==> config.mk <==
export PLATFORM = sky130hd
export DESIGN_NAME = press_classifier_mc
export DESIGN_NICKNAME = d
export VERILOG_FILES = /design/src/rtl/press_pkg.sv /design/src/rtl/press_channel.sv /design/src/rtl/press_classifier_mc.sv
export SDC_FILE = /design/constraint.sdc
export NUM_CORES = 1
export LEC_CHECK = 0
export CAP_MARGIN = 0
export CORE_UTILIZATION = 60
export CTS_BUF_LIST = sky130_fd_sc_hd__clkbuf_16
export DETAILED_ROUTE_END_ITERATION = 10
export GPL_TIMING_DRIVEN = 0
export PLACE_DENSITY = 0.78
export SETUP_SLACK_MARGIN = 0.15
export SYNTH_ARGS = -nofsm -noshare
export SYNTH_HDL_FRONTEND = slang
export SYNTH_HIERARCHICAL = 1
export SYNTH_SLANG_ARGS = --single-unit
==> constraint.sdc <==
create_clock -name clk -period 3 [get_ports clk]
set_input_delay 0.3 -clock clk [delete_from_list [all_inputs] [get_ports clk]]
set_output_delay 0.3 -clock clk [all_outputs]
set_load 0.02 [all_outputs]
==> src/rtl/press_pkg.sv <==
// press_pkg: shared types and helpers for the push-button classifier.
//   press_state_t     per-channel press FSM state
//   press_params_ok   elaboration-time legality check of the classifier parameters
package press_pkg;

    typedef enum logic [2:0] {
        IDLE,
        DEBOUNCE,
        HELD,
        LONG,
        RELEASE
    } press_state_t;

    // True when 1 <= debounce_p < long_min_t < 2**cnt_w and the synchroniser has >= 2 flops.
    function automatic bit press_params_ok(input int sync_stages, input int debounce_p,
                                           input int long_min_t, input int cnt_w);
        bit fits;
        fits = (cnt_w >= 31) || (long_min_t < (1 << cnt_w));
        return (sync_stages >= 2) && (debounce_p >= 1) && (debounce_p < long_min_t)
               && (cnt_w >= 1) && fits;
    endfunction

endpackage

==> src/rtl/press_channel.sv <==
// press_channel: one button channel -- input synchroniser, debounce/classify FSM, sample counter.
//   clk        rising-edge clock
//   rst_n      asynchronous active-low reset
//   btn        raw asynchronous button level, 1 = pushed
//   pressed    1 while the press is accepted (HELD or LONG)
//   held_long  1 while the press has reached the LONG threshold
//   short_evt  1-cycle pulse when a SHORT press is released
//   long_evt   1-cycle pulse when a LONG press is released
module press_channel
    import press_pkg::*;
#(
    parameter int SYNC_STAGES = 2,
    parameter int DEBOUNCE_P  = 300,
    parameter int LONG_MIN_T  = 5000,
    parameter int CNT_W       = 16
) (
    input  logic clk,
    input  logic rst_n,
    input  logic btn,
    output logic pressed,
    output logic held_long,
    output logic short_evt,
    output logic long_evt
);

    localparam logic [CNT_W-1:0] DEB_C  = CNT_W'(DEBOUNCE_P);
    localparam logic [CNT_W-1:0] LONG_C = CNT_W'(LONG_MIN_T);
    localparam logic [CNT_W-1:0] ONE_C  = CNT_W'(1);

    logic [SYNC_STAGES-1:0] sync_q;
    logic                   s;

    press_state_t     state, state_n;
    logic [CNT_W-1:0] cnt, cnt_n, cnt_inc;
    logic             short_n, long_evt_n;

    assign s       = sync_q[SYNC_STAGES-1];
    assign cnt_inc = cnt + ONE_C;

    always_ff @(posedge clk or negedge rst_n) begin
        if (!rst_n) begin
            sync_q <= '0;
        end else begin
            sync_q <= {sync_q[SYNC_STAGES-2:0], btn};
        end
    end

    always_comb begin
        state_n    = state;
        cnt_n      = cnt;
        short_n    = 1'b0;
        long_evt_n = 1'b0;
        case (state)
            IDLE: begin
                if (s) begin
                    // The first high sample already counts; a one-sample debounce accepts at once.
                    cnt_n   = ONE_C;
                    state_n = (DEB_C == ONE_C) ? HELD : DEBOUNCE;
                end else begin
                    cnt_n = '0;
                end
            end
            DEBOUNCE: begin
                if (!s) begin
                    state_n = IDLE;
                    cnt_n   = '0;
                end else begin
                    cnt_n = cnt_inc;
                    if (cnt_inc == DEB_C) state_n = HELD;
                end
            end
            HELD: begin
                if (s) begin
                    cnt_n = cnt_inc;
                    if (cnt_inc == LONG_C) state_n = LONG;
                end else begin
                    state_n = RELEASE;
                    cnt_n   = '0;
                    short_n = 1'b1;
                end
            end
            LONG: begin
                if (!s) begin
                    state_n    = RELEASE;
                    cnt_n      = '0;
                    long_evt_n = 1'b1;
                end
            end
            RELEASE: begin
                // Any high sample here is bounce: restart the low run, never re-press.
                if (s) begin
                    cnt_n = '0;
                end else begin
                    cnt_n = cnt_inc;
                    if (cnt_inc == DEB_C) state_n = IDLE;
                end
            end
            default: begin
                state_n = IDLE;
                cnt_n   = '0;
            end
        endcase
    end

    always_ff @(posedge clk or negedge rst_n) begin
        if (!rst_n) begin
            state     <= IDLE;
            cnt       <= '0;
            pressed   <= 1'b0;
            held_long <= 1'b0;
            short_evt <= 1'b0;
            long_evt  <= 1'b0;
        end else begin
            state     <= state_n;
            cnt       <= cnt_n;
            pressed   <= (state_n == HELD) || (state_n == LONG);
            held_long <= (state_n == LONG);
            short_evt <= short_n;
            long_evt  <= long_evt_n;
        end
    end

endmodule

==> src/rtl/press_classifier_mc.sv <==
// press_classifier_mc: N-channel push-button front end; synchronises, debounces and
// classifies each press as SHORT or LONG, pulsing one event per press on release.
//   clk          rising-edge clock
//   rst_n        asynchronous active-low reset
//   btn_i        raw asynchronous button levels, 1 = pushed
//   pressed_o    debounced level per channel (HELD or LONG)
//   long_o       1 while a channel's press has reached LONG
//   short_evt_o  1-cycle pulse per released SHORT press
//   long_evt_o   1-cycle pulse per released LONG press
module press_classifier_mc
    import press_pkg::*;
#(
    parameter int N_CH        = 4,
    parameter int SYNC_STAGES = 2,
    parameter int DEBOUNCE_P  = 300,
    parameter int LONG_MIN_T  = 5000,
    parameter int CNT_W       = 16
) (
    input  logic            clk,
    input  logic            rst_n,
    input  logic [N_CH-1:0] btn_i,
    output logic [N_CH-1:0] pressed_o,
    output logic [N_CH-1:0] long_o,
    output logic [N_CH-1:0] short_evt_o,
    output logic [N_CH-1:0] long_evt_o
);

    if (!press_params_ok(SYNC_STAGES, DEBOUNCE_P, LONG_MIN_T, CNT_W)) begin : g_bad_params
        $error("press_classifier_mc: need SYNC_STAGES>=2 and 1 <= DEBOUNCE_P < LONG_MIN_T < 2**CNT_W");
    end

    for (genvar i = 0; i < N_CH; i++) begin : g_ch
        press_channel #(
            .SYNC_STAGES (SYNC_STAGES),
            .DEBOUNCE_P  (DEBOUNCE_P),
            .LONG_MIN_T  (LONG_MIN_T),
            .CNT_W       (CNT_W)
        ) u_ch (
            .clk       (clk),
            .rst_n     (rst_n),
            .btn       (btn_i[i]),
            .pressed   (pressed_o[i]),
            .held_long (long_o[i]),
            .short_evt (short_evt_o[i]),
            .long_evt  (long_evt_o[i])
        );
    end

endmodule

==> flow_summary_export.csv, run 1 <==
group,metric,value,unit
status,status,"finished, final reports clean",
clocking,tritoncts,"yes",
clocking,cts_buffer_depth,2,
detailed_routing,ant_nets,0,
floorplan,start_util,0.6202,
timing,hold_viol_final,0,
detailed_routing,totalWireLength,13840,um
floorplan,die_x,102.7,um
synth,synthCells,697,
timing,rsz0062_at_grt,"false",
finish,ff_latch_area,0.002502,mm2
run,maxCapViolCount,0,
synth,avgSynthCellArea,8.737,um2
timing,setup_slack,0.3944,ns
grt,grt_use_total,0.2799,
worst_setup_path,critPathLaunchType,"flop",
detailed_routing,wire_per_inst,15.93,um
worst_setup_path,crit_path_end_kind,"flop",
synth,synth_simple_gate_area_frac,0.2663,
placement,pre_cts_slack,0.4906,ns
worst_setup_path,cp.required,3.29,ns
synth,yosysSeqAreaShare,0.4109,
pwr,vdd_drop_max,0.2980,mV
clocking,ctsHoldBuffers,1,
timing,fmax,383.8,MHz
synth,synthArstFlopShare,1.000,
timing,tightest_slew,0.7472,ns
detailed_routing,drtIter0Drc,323,
placement,post_dp_cell_area,0.006491,mm2
clocking,cts_htree_levels,3,
synth,synth_nets,707,
synth,ys.flop_type,"dfrtp_1",
floorplan,io_pins,22,
finish,final_cell_mix,"100 x dfrtp_1, 82 x o21ai_0, 61 x nor2_1",
pwr,power,2.881,mW
grt,grt_overflow_total,0,
timing,slew_headroom,0.5019,
synth,synthMuxAreaShare,0.004931,
finish,multi_input_area,0.003218,mm2
synth,synth-seq-cells,100,
worst_setup_path,cp_max_fo,10,
floorplan,core,0.009819,mm2
timing,min_period,2.606,ns
worst_setup_path,criticalPathCategory,"flop to flop",
min_path,min_path_type,"flop to flop",
synth,synth-edff-count,0,
detailed_routing,viasPerCell,6.334,
synth,synthAdderAreaFrac,0.008219,
floorplan,die_y,102.7,um
synth,yosysWarnings,6,
timing,clock_skew,0.007889,ns
detailed_routing,firstDrtPassIters,5,
finish,postLayoutCoreUtil,0.6950,
detailed_routing,drc_errors,0,
placement,port_buffers,21,
detailed_routing,vias,5504,
clocking,numClockSinks,100,
finish,area_delta_synth_final,12.06,%
floorplan,die_area,0.01056,mm2
grt,grt_max_degree,63,
timing,slew_viol_final,0,
clocking,cts_root_buf,"clkbuf_16",
synth,synth_xor_xnor_area_share,0.03596,
worst_setup_path,r2r_slack,0.39,ns
clocking,post-cts-setup-buffers,0,
grt,antenna_found_initial,0,
grt,grt_pass1_wl,23100,um
synth,syn_area,0.006090,mm2
timing,setup_viol,0,
floorplan,rows,36,
clocking,cts_resized,0,
synth,synth_top_family_by_area,"simple AND/OR/NAND/NOR gates",
placement,place_inst,852,
placement,dpl.hpwl,9469,um
clocking,worstSkewPairLatency,0.36,ns
finish,final_common_cell,"dfrtp_1",
synth,synth-compound-area-share,0.2131,
grt,grt_pass1_vias,4975,
finish,final_area,0.006824,mm2
finish,nFillCells,796,
finish,stdcell_count,869,
worst_setup_path,crit_arrival,2.89,ns
pwr,power_density,422.2,mW/mm2
pwr,power.leakage,2.726,nW
placement,place.gp.congestion,0.8819,
finish,diodes,0,
clocking,clk_pin_slew_worst_paths,0.07,ns
timing,fin_crit_sh,0.8685,
synth,synth.distinct_cells,72,
finish,layout-drive-gt1-share,0.1168,
clocking,cts_buffers,9,
finish,nets,741,
==> cell type report <==
type | instances | area share
timing repair buffer | 23 | 0.03594
sequential | 100 | 0.3667
tap | 133 | 0.02439
multi-input combinational | 528 | 0.4716
inverter | 19 | 0.01045
clock inverter | 7 | 0.01430
buffer | 50 | 0.04364
clock buffer | 9 | 0.03300
==> worst paths after layout <==
kind / to / start / depth (start not counted)
min reg2reg: g_ch[3].u_ch/sync_q[1] / g_ch[3].u_ch/sync_q[0] / 0
max: g_ch[2].u_ch/held_long / g_ch[2].u_ch/cnt[2] / 7
min: g_ch[3].u_ch/sync_q[1] / g_ch[3].u_ch/sync_q[0] / 0
max reg2reg: g_ch[2].u_ch/held_long / g_ch[2].u_ch/cnt[2] / 7
min in group asynchronous: g_ch[2].u_ch/state[0] / rst_n / 2
max in group asynchronous: g_ch[1].u_ch/held_long / rst_n / 3
==> worst max-delay path, cell delays in order, from the launching register on <==
cell,delay (ns)
dfrtp_1,0.35
buf_4,0.17
nand3_1,0.29
nor4_1,0.62
xnor2_1,0.19
nand4_1,0.19
or4_4,0.57
a21oi_2,0.16
==> per-layer routing <==
| metal | share of wire | vias to the layer above | track usage |
|---|---|---|---|
| li1 | - | 2639 | - |
| met1 | 0.44 | 2632 | 0.3684 |
| met2 | 0.48 | 205 | 0.4487 |
| met3 | 0.064 | 28 | 0.07051 |
| met4 | 0.019 | 0 | 0.1040 |
| met5 | 0 | - | 0 |
==> flip-flops by register name (all words and copies together), names as in the netlist <==
name,count
g_ch.u_ch/cnt,64
g_ch.u_ch/state,12
g_ch.u_ch/sync_q,8
g_ch.u_ch/held_long,4
g_ch.u_ch/long_evt,4
g_ch.u_ch/pressed,4
g_ch.u_ch/short_evt,4
==> logic make-up (layout without fill, tap and decap cells) <==
logic type                 count (synthesis)  in the layout
and+or+nand+nor                          291            291
AOI/OAI and AO/OA                        205            205
DFF                                      100            100
buffers and inverters                     69            108
xor gates and xnor gates                  25             25
adders and majority gates                  4              4
muxes                                      3              3
==> stage by stage <==
step / hold slack, ns / TNS [ns]
global route: 0.3669 / 0
CTS: 0.3545 / 0
global placement: 0.3330 / -198.95
floorplan: 0.004409 / 0
finish: 0.3535 / 0
detailed placement: 0.3066 / 0
==> cell usage after synthesis (all sizes together) (6+ instances only) <==
cell | count | area share
nand4 | 20 | 0.027
o31ai | 30 | 0.037
nor3 | 14 | 0.012
xnor2 | 16 | 0.023
xor2 | 9 | 0.013
buf | 23 | 0.025
and2 | 6 | 0.0064
a21oi | 36 | 0.031
or3 | 9 | 0.0097
and4 | 7 | 0.010
o21ai | 84 | 0.069
nor2b | 12 | 0.012
nor2 | 61 | 0.038
and3 | 11 | 0.012
dfrtp | 100 | 0.41
a31oi | 11 | 0.011
nand2b | 17 | 0.017
nand2 | 60 | 0.037
o41ai | 11 | 0.016
inv | 19 | 0.012
clkbuf | 27 | 0.024
nor4 | 21 | 0.026
nand3 | 33 | 0.030
==> power breakdown <==
| group | internal, mW | switching (mW) | total (mW) |
|---|---|---|---|
| clock | 0.736 | 0.541 | 1.28 |
| combinational | 0.0672 | 0.135 | 0.202 |
| sequential | 1.37 | 0.0289 | 1.40 |
(Power assumes the default switching activity.)
==> run 2, diff against run 1 <==
- CTS_BUF_LIST: sky130_fd_sc_hd__clkbuf_16 -> sky130_fd_sc_hd__clkbuf_4 sky130_fd_sc_hd__clkbuf_8
==> run 2 against run 1 <==
Design area down 1.3%. Clock skew increased by 0.0053 ns. Wire length down 1.1%. Critical endpoint unchanged. Power is 9.6% lower. Register-to-register slack got worse by 0.06 ns. Flip-flop and latch count unchanged. Die area stayed put.
==> flow_summary_export.csv, run 2 (same netlist as run 1, synthesis figures left out) <==
group,metric,value,unit
floorplan,rows,36,
timing,setup_viol,0,
finish,final_common_cell,"dfrtp_1",
clocking,cts_root_buf,"clkbuf_8",
grt,grt_pass1_wl,22710,um
timing,slew_headroom,0.4927,
clocking,numClockSinks,100,
detailed_routing,vias,5448,
pwr,vdd_drop_max,0.2700,mV
worst_setup_path,r2r_slack,0.33,ns
timing,clock_skew,0.01317,ns
finish,layout-drive-gt1-share,0.1182,
finish,multi_input_area,0.003218,mm2
clocking,cts_buffer_depth,2,
finish,postLayoutCoreUtil,0.6857,
floorplan,die_x,102.7,um
detailed_routing,top_layer,"met4",
detailed_routing,firstDrtPassIters,5,
worst_setup_path,cp_max_fo,10,
pwr,p_sw_frac,0.2549,
floorplan,start_util,0.6202,
placement,place_inst,852,
pwr,p_comb_frac,0.078,
pwr,p_int,1.940,mW
run,maxCapViolCount,0,
placement,dpl.hpwl,9469,um
pwr,p_clk_frac,0.384,
grt,grt_max_degree,63,
floorplan,core,0.009819,mm2
clocking,worstSkewPairLatency,0.39,ns
detailed_routing,drtIter0Drc,265,
finish,final_cell_mix,"100 x dfrtp_1, 82 x o21ai_0, 61 x nor2_1",
worst_setup_path,cp-startpoint,"g_ch[2].u_ch/cnt[2]",
finish,nFillCells,810,
worst_setup_path,critPathLaunchType,"flop",
pwr,switchingPower,0.6636,mW
floorplan,die_area,0.01056,mm2
placement,place.gp.congestion,0.8819,
timing,slew_viol_final,0,
floorplan,die_y,102.7,um
min_path,min_from,"btn_i[0]",
pwr,power_density,386.7,mW/mm2
finish,largest_reg_flops,64,
clocking,clk_pin_slew_worst_paths,0.10,ns
floorplan,io_pins,22,
detailed_routing,m1WireLength,6244,um
detailed_routing,viasPerCell,6.269,
detailed_routing,totalWireLength,13690,um
worst_setup_path,crit_path_end_kind,"flop",
pwr,power.leakage,2.685,nW
timing,tightest_slew,0.7609,ns
pwr,power,2.604,mW
grt,grt_use_total,0.2748,
detailed_routing,wire_per_inst,15.75,um
timing,fin_crit_sh,0.8886,
timing,rsz0062_at_grt,"false",
detailed_routing,wl_met2,6476,um
timing,hold_viol_final,0,
timing,fin_setup_tns,0,ns
worst_setup_path,crit_arrival,2.99,ns
timing,min_period,2.666,ns
finish,stdcell_count,869,
pwr,seqPwrFrac,0.538,
clocking,post-cts-setup-buffers,0,
grt,grt_overflow_total,0,
finish,ff_latch_area,0.002502,mm2
finish,area_delta_synth_final,10.56,%
worst_setup_path,criticalPathCategory,"flop to flop",
worst_setup_path,cp.required,3.32,ns
detailed_routing,met3_length,775,um
min_path,min_path_type,"input port to flop",
clocking,tritoncts,"yes",
finish,diodes,0,
detailed_routing,ant_nets,0,
placement,port_buffers,21,
finish,largestRegisters,"g_ch.u_ch/cnt x64, g_ch.u_ch/state x12, g_ch.u_ch/sync_q x8",
status,status,"finished, final reports clean",
worst_setup_path,r2r_start,"g_ch[2].u_ch/cnt[2]",
timing,fmax,375.1,MHz
grt,grt_pass1_vias,4914,
detailed_routing,drc_errors,0,
finish,nets,741,
timing,whs,0.3409,ns
finish,top_register,"g_ch.u_ch/cnt",
clocking,cts_buffers,9,
grt,antenna_found_initial,0,
clocking,cts_htree_levels,3,
## run 2: through the flow
step                      setup slack (ns)  instance area (um2)
after global routing                0.2511                 6733
after detailed placement            0.4906                 6491
after global placement              -1.999                 6466
after CTS                           0.4274                 6733
final                               0.3341                 6733
after floorplan                     0.7433                 6090
## run 2: power groups by stage
| stage | clock network [mW] | registers, mW | logic (mW) |
|---|---|---|---|
| after floorplan | 0 | 1.42 | 0.128 |
| after global placement | 0 | 1.43 | 0.190 |
| after detailed placement | 0 | 1.43 | 0.201 |
| after CTS | 1.03 | 1.40 | 0.203 |
| after global routing | 1.08 | 1.41 | 0.231 |
| final | 0.999 | 1.40 | 0.203 |
## run 2: path summary, 6_finish.rpt
kind	cells past startpoint	endpoint
setup / recovery	7	g_ch[2].u_ch/held_long
hold / removal	1	g_ch[0].u_ch/sync_q[0]
setup reg to reg	7	g_ch[2].u_ch/held_long
hold reg to reg	0	g_ch[3].u_ch/sync_q[1]
max in group asynchronous	3	g_ch[3].u_ch/cnt[9]
min in group asynchronous	2	g_ch[2].u_ch/state[0]
## run 2: final cells by class
class	count	share of cell area
Multi-Input combinational cell	528	0.4780
Sequential cell	100	0.3717
Buffer	50	0.04423
Timing Repair Buffer	23	0.03642
Tap cell	133	0.02472
Clock buffer	10	0.02044
Clock inverter	6	0.01394
Inverter	19	0.01059
## run 2: routing by layer
layer | vias up | track usage
met3 | 21 | 0.06441
met1 | 2620 | 0.3684
li1 | 2644 | -
met2 | 163 | 0.4421
met4 | 0 | 0.08992
met5 | - | 0
## run 2: what timing repair did
item | in CTS | in global routing
hold buffers | 1 | 0
endpoints found under the hold margin | 38 | 0
resized for setup | 0 | 0
## run 2: worst max-delay path, cell delays in order (launching register included)
cell and delay, ns:
dfrtp_1 0.36, buf_4 0.17, nand3_1 0.29, nor4_1 0.64, xnor2_1 0.19, nand4_1 0.21
or4_4 0.58, a21oi_2 0.16
==> run 3, diff against run 2 <==
- PLACE_DENSITY: 0.78 -> 0.79
- SYNTH_HIERARCHICAL: 1 -> not set
==> run 3 against run 2 <==
Area after synthesis is 1.7% lower. Die area down 1.7%. Power is 0.48% higher. Largest cell class unchanged. Highest routed layer unchanged. Sequential power about the same. Sequential share of layout area rose by 0.37 points.
==> flow_summary_export.csv, run 3 <==
group,metric,value,unit
worst_setup_path,crit_arrival,2.93,ns
min_path,hold_depth,1,
clocking,worstSkewPairLatency,0.38,ns
min_path,whs_endpoint,"g_ch[2].u_ch.sync_q[0]",
timing,min_period,2.624,ns
synth,synth.distinct_cells,61,
synth,synthArstFlopShare,1.000,
timing,fmax,381.1,MHz
pwr,p_int,2.013,mW
worst_setup_path,timing.rr.end,"g_ch[3].u_ch.held_long",
placement,place_inst,851,
grt,grt_util_met3,0.05404,
timing,rsz0062_at_grt,"false",
synth,yosysSeqAreaShare,0.4181,
pwr,switchingPower,0.6026,mW
worst_setup_path,critPathLaunchType,"flop",
synth,yosysWarnings,0,
timing,setup_viol,0,
synth,synth_xor_xnor_area_share,0.04536,
pwr,seqPwrFrac,0.532,
clocking,cts_buffer_depth,2,
pwr,p_comb_frac,0.055,
finish,layout-drive-gt1-share,0.08707,
finish,nets,740,
clocking,cts_buffers,9,
synth,synth-edff-count,0,
floorplan,die_area,0.01038,mm2
min_path,min_from,"btn_i[2]",
synth,syn_area,0.005986,mm2
timing,tightest_slew,0.7473,ns
clocking,cts_root_buf,"clkbuf_8",
detailed_routing,totalWireLength,13600,um
grt,grt_pass1_vias,4927,
synth,synthAdderAreaFrac,0.008361,
synth,yosys.area.top_type,"dfrtp_1",
synth,synth_nets,706,
synth,synth_top_family_by_area,"simple AND/OR/NAND/NOR gates",
placement,pre_cts_slack,0.4292,ns
finish,largest_reg_flops,64,
detailed_routing,vias,5364,
min_path,min_path_type,"input port to flop",
synth,synth-compound-area-share,0.2117,
timing,hold_viol_final,0,
synth,synth.most_common_cell,"dfrtp_1",
worst_setup_path,criticalPathCategory,"flop to flop",
pwr,p_clk_frac,0.413,
finish,top_register,"g_ch.u_ch.cnt",
timing,slew_viol_final,0,
synth,ys.flop_type,"dfrtp_1",
timing,clock_skew,0.01009,ns
pwr,power.leakage,2.719,nW
synth,synth-seq-cells,100,
worst_setup_path,reg2regPathDepth,9,
run,maxCapViolCount,0,
worst_setup_path,r2r_start,"g_ch[3].u_ch.cnt[0]",
finish,nFillCells,783,
clocking,cts_htree_levels,3,
timing,whs,0.3518,ns
placement,dpl.hpwl,9291,um
detailed_routing,drc_errors,0,
synth,synthCells,696,
grt,grt_most_used_layer,"met2",
synth,synth_top_area_frac,0.4181,
finish,area_delta_synth_final,11.37,%
synth,synthTopCellsByArea,"dfrtp_1 42%, o21ai_0 6.4%, nand2_1 4.8%, nand3_1 3.6%, o31ai_1 3.1%",
finish,multi_input_area,0.003100,mm2
detailed_routing,firstDrtPassIters,5,
floorplan,io_pins,22,
floorplan,die_y,101.9,um
finish,final_common_cell,"dfrtp_1",
clocking,tritoncts,"yes",
grt,grt_max_degree,58,
detailed_routing,viasPerCell,6.180,
grt,antenna_found_initial,0,
grt,grt_pass1_wl,22710,um
synth,synth.cells.most_frequent,"100 x dfrtp_1, 77 x o21ai_0, 76 x nand2_1, 43 x nand3_1, 39 x nor2_1",
floorplan,die_x,101.9,um
clocking,post-cts-setup-buffers,0,
synth,synthMuxAreaShare,0.003344,
placement,place.gp.congestion,0.9428,
finish,diodes,0,
detailed_routing,drtIter0Drc,329,
grt,grt_use_total,0.2781,
floorplan,start_util,0.6152,
detailed_routing,ant_nets,0,
pwr,vdd_drop_max,0.3477,mV
finish,final_cell_mix,"100 x dfrtp_1, 77 x o21ai_0, 76 x nand2_1",
worst_setup_path,cp_max_fo,6,
finish,stdcell_count,868,
synth,synth_simple_gate_area_frac,0.2473,
worst_setup_path,cp.required,3.30,ns
timing,setup_slack,0.3762,ns
status,status,"finished, final reports clean",
grt,grt_overflow_total,0,
finish,largestRegisters,"g_ch.u_ch.cnt x64, g_ch.u_ch.state x12, g_ch.u_ch.sync_q x8",
floorplan,core,0.009729,mm2
placement,port_buffers,21,
timing,slew_headroom,0.4995,
finish,ff_latch_area,0.002502,mm2
clocking,numClockSinks,100,
grt,met1_usage,0.3825,
floorplan,rows,36,
detailed_routing,wire_per_inst,15.66,um
timing,fin_crit_sh,0.8746,
pwr,power_density,392.4,mW/mm2
worst_setup_path,crit_path_end_kind,"flop",
worst_setup_path,r2r_slack,0.38,ns
pwr,p_sw_frac,0.2303,
clocking,clk_pin_slew_worst_paths,0.10,ns
grt,met2_usage,0.4356,
synth,avgSynthCellArea,8.600,um2
==> run 3: area by class of cell <==
| type | count | share of cell area |
|---|---|---|
| buffer | 63 | 0.04786 |
| clock buffer | 11 | 0.02271 |
| clock inverter | 5 | 0.01595 |
| inverter | 20 | 0.01126 |
| multi-input combinational | 513 | 0.4651 |
| sequential | 100 | 0.3754 |
| tap | 133 | 0.02496 |
| timing repair buffer | 23 | 0.03679 |
==> run 3: worst max path at each step <==
stage,endpoint,startpoint,cells past startpoint
floorplan,g_ch[3].u_ch.held_long,g_ch[3].u_ch.cnt[0],9
global placement,g_ch[2].u_ch.state[0],rst_n,1
detailed placement,g_ch[3].u_ch.held_long,g_ch[3].u_ch.cnt[0],9
CTS,g_ch[1].u_ch.state[0],g_ch[1].u_ch.cnt[0],7
global route,g_ch[3].u_ch.held_long,g_ch[3].u_ch.cnt[0],9
finish,g_ch[3].u_ch.held_long,g_ch[3].u_ch.cnt[0],9
==> run 3: timing repair <==
action / in CTS / in global routing
gates resized for setup: 0 / 2
endpoints found under the setup margin: 0 / 2
hold buffers: 1 / 0
hold endpoints to repair: 43 / 0
==> run 3: through the flow <==
step | instance area (um2) | power, mW | TNS, ns | utilization
final | 6666 | 2.616 | 0 | 0.6852
after floorplan | 5986 | 1.491 | 0 | -
after CTS | 6655 | 2.642 | 0 | 0.6840
after global routing | 6666 | 2.720 | 0 | 0.6852
after detailed placement | 6387 | 1.560 | 0 | 0.6565
after global placement | 6362 | 1.549 | -198.60 | 0.6539
==> run 3: power groups by stage <==
| stage | clock network (mW) | logic (mW) | registers, mW |
|---|---|---|---|
| 2_1_floorplan | 0 | 0.0814 | 1.41 |
| 3_3_place_gp | 0 | 0.133 | 1.42 |
| 3_5_place_dp | 0 | 0.143 | 1.42 |
| 4_1_cts | 1.11 | 0.145 | 1.39 |
| 5_1_grt | 1.16 | 0.166 | 1.39 |
| 6_report | 1.08 | 0.145 | 1.39 |
==> run 3: routing by layer <==
layer  vias up  routed length [um]
met3        23                 759
met4         0                 171
met2       172                6501
met1      2577                6165
met5         -                   0
li1       2592                   -
==> run 3: logic make-up (layout without fill, tap and decap cells) <==
kind of cell	count (synthesis)	in the layout
buf+inv	83	122
fa+ha+maj	4	4
compound gates	196	196
simple gates	280	280
xor+xnor	31	31
flops	100	100
mux	2	2
==> run 3: critical path, stage by stage (launching register included) <==
cell and delay [ns]:
dfrtp_1 0.43, ha_1 0.25, and3_1 0.17, buf_4 0.14, and3_1 0.15, clkbuf_1 0.21
and3_1 0.21, o2111ai_2 0.18, or4_4 0.57, a211oi_2 0.23
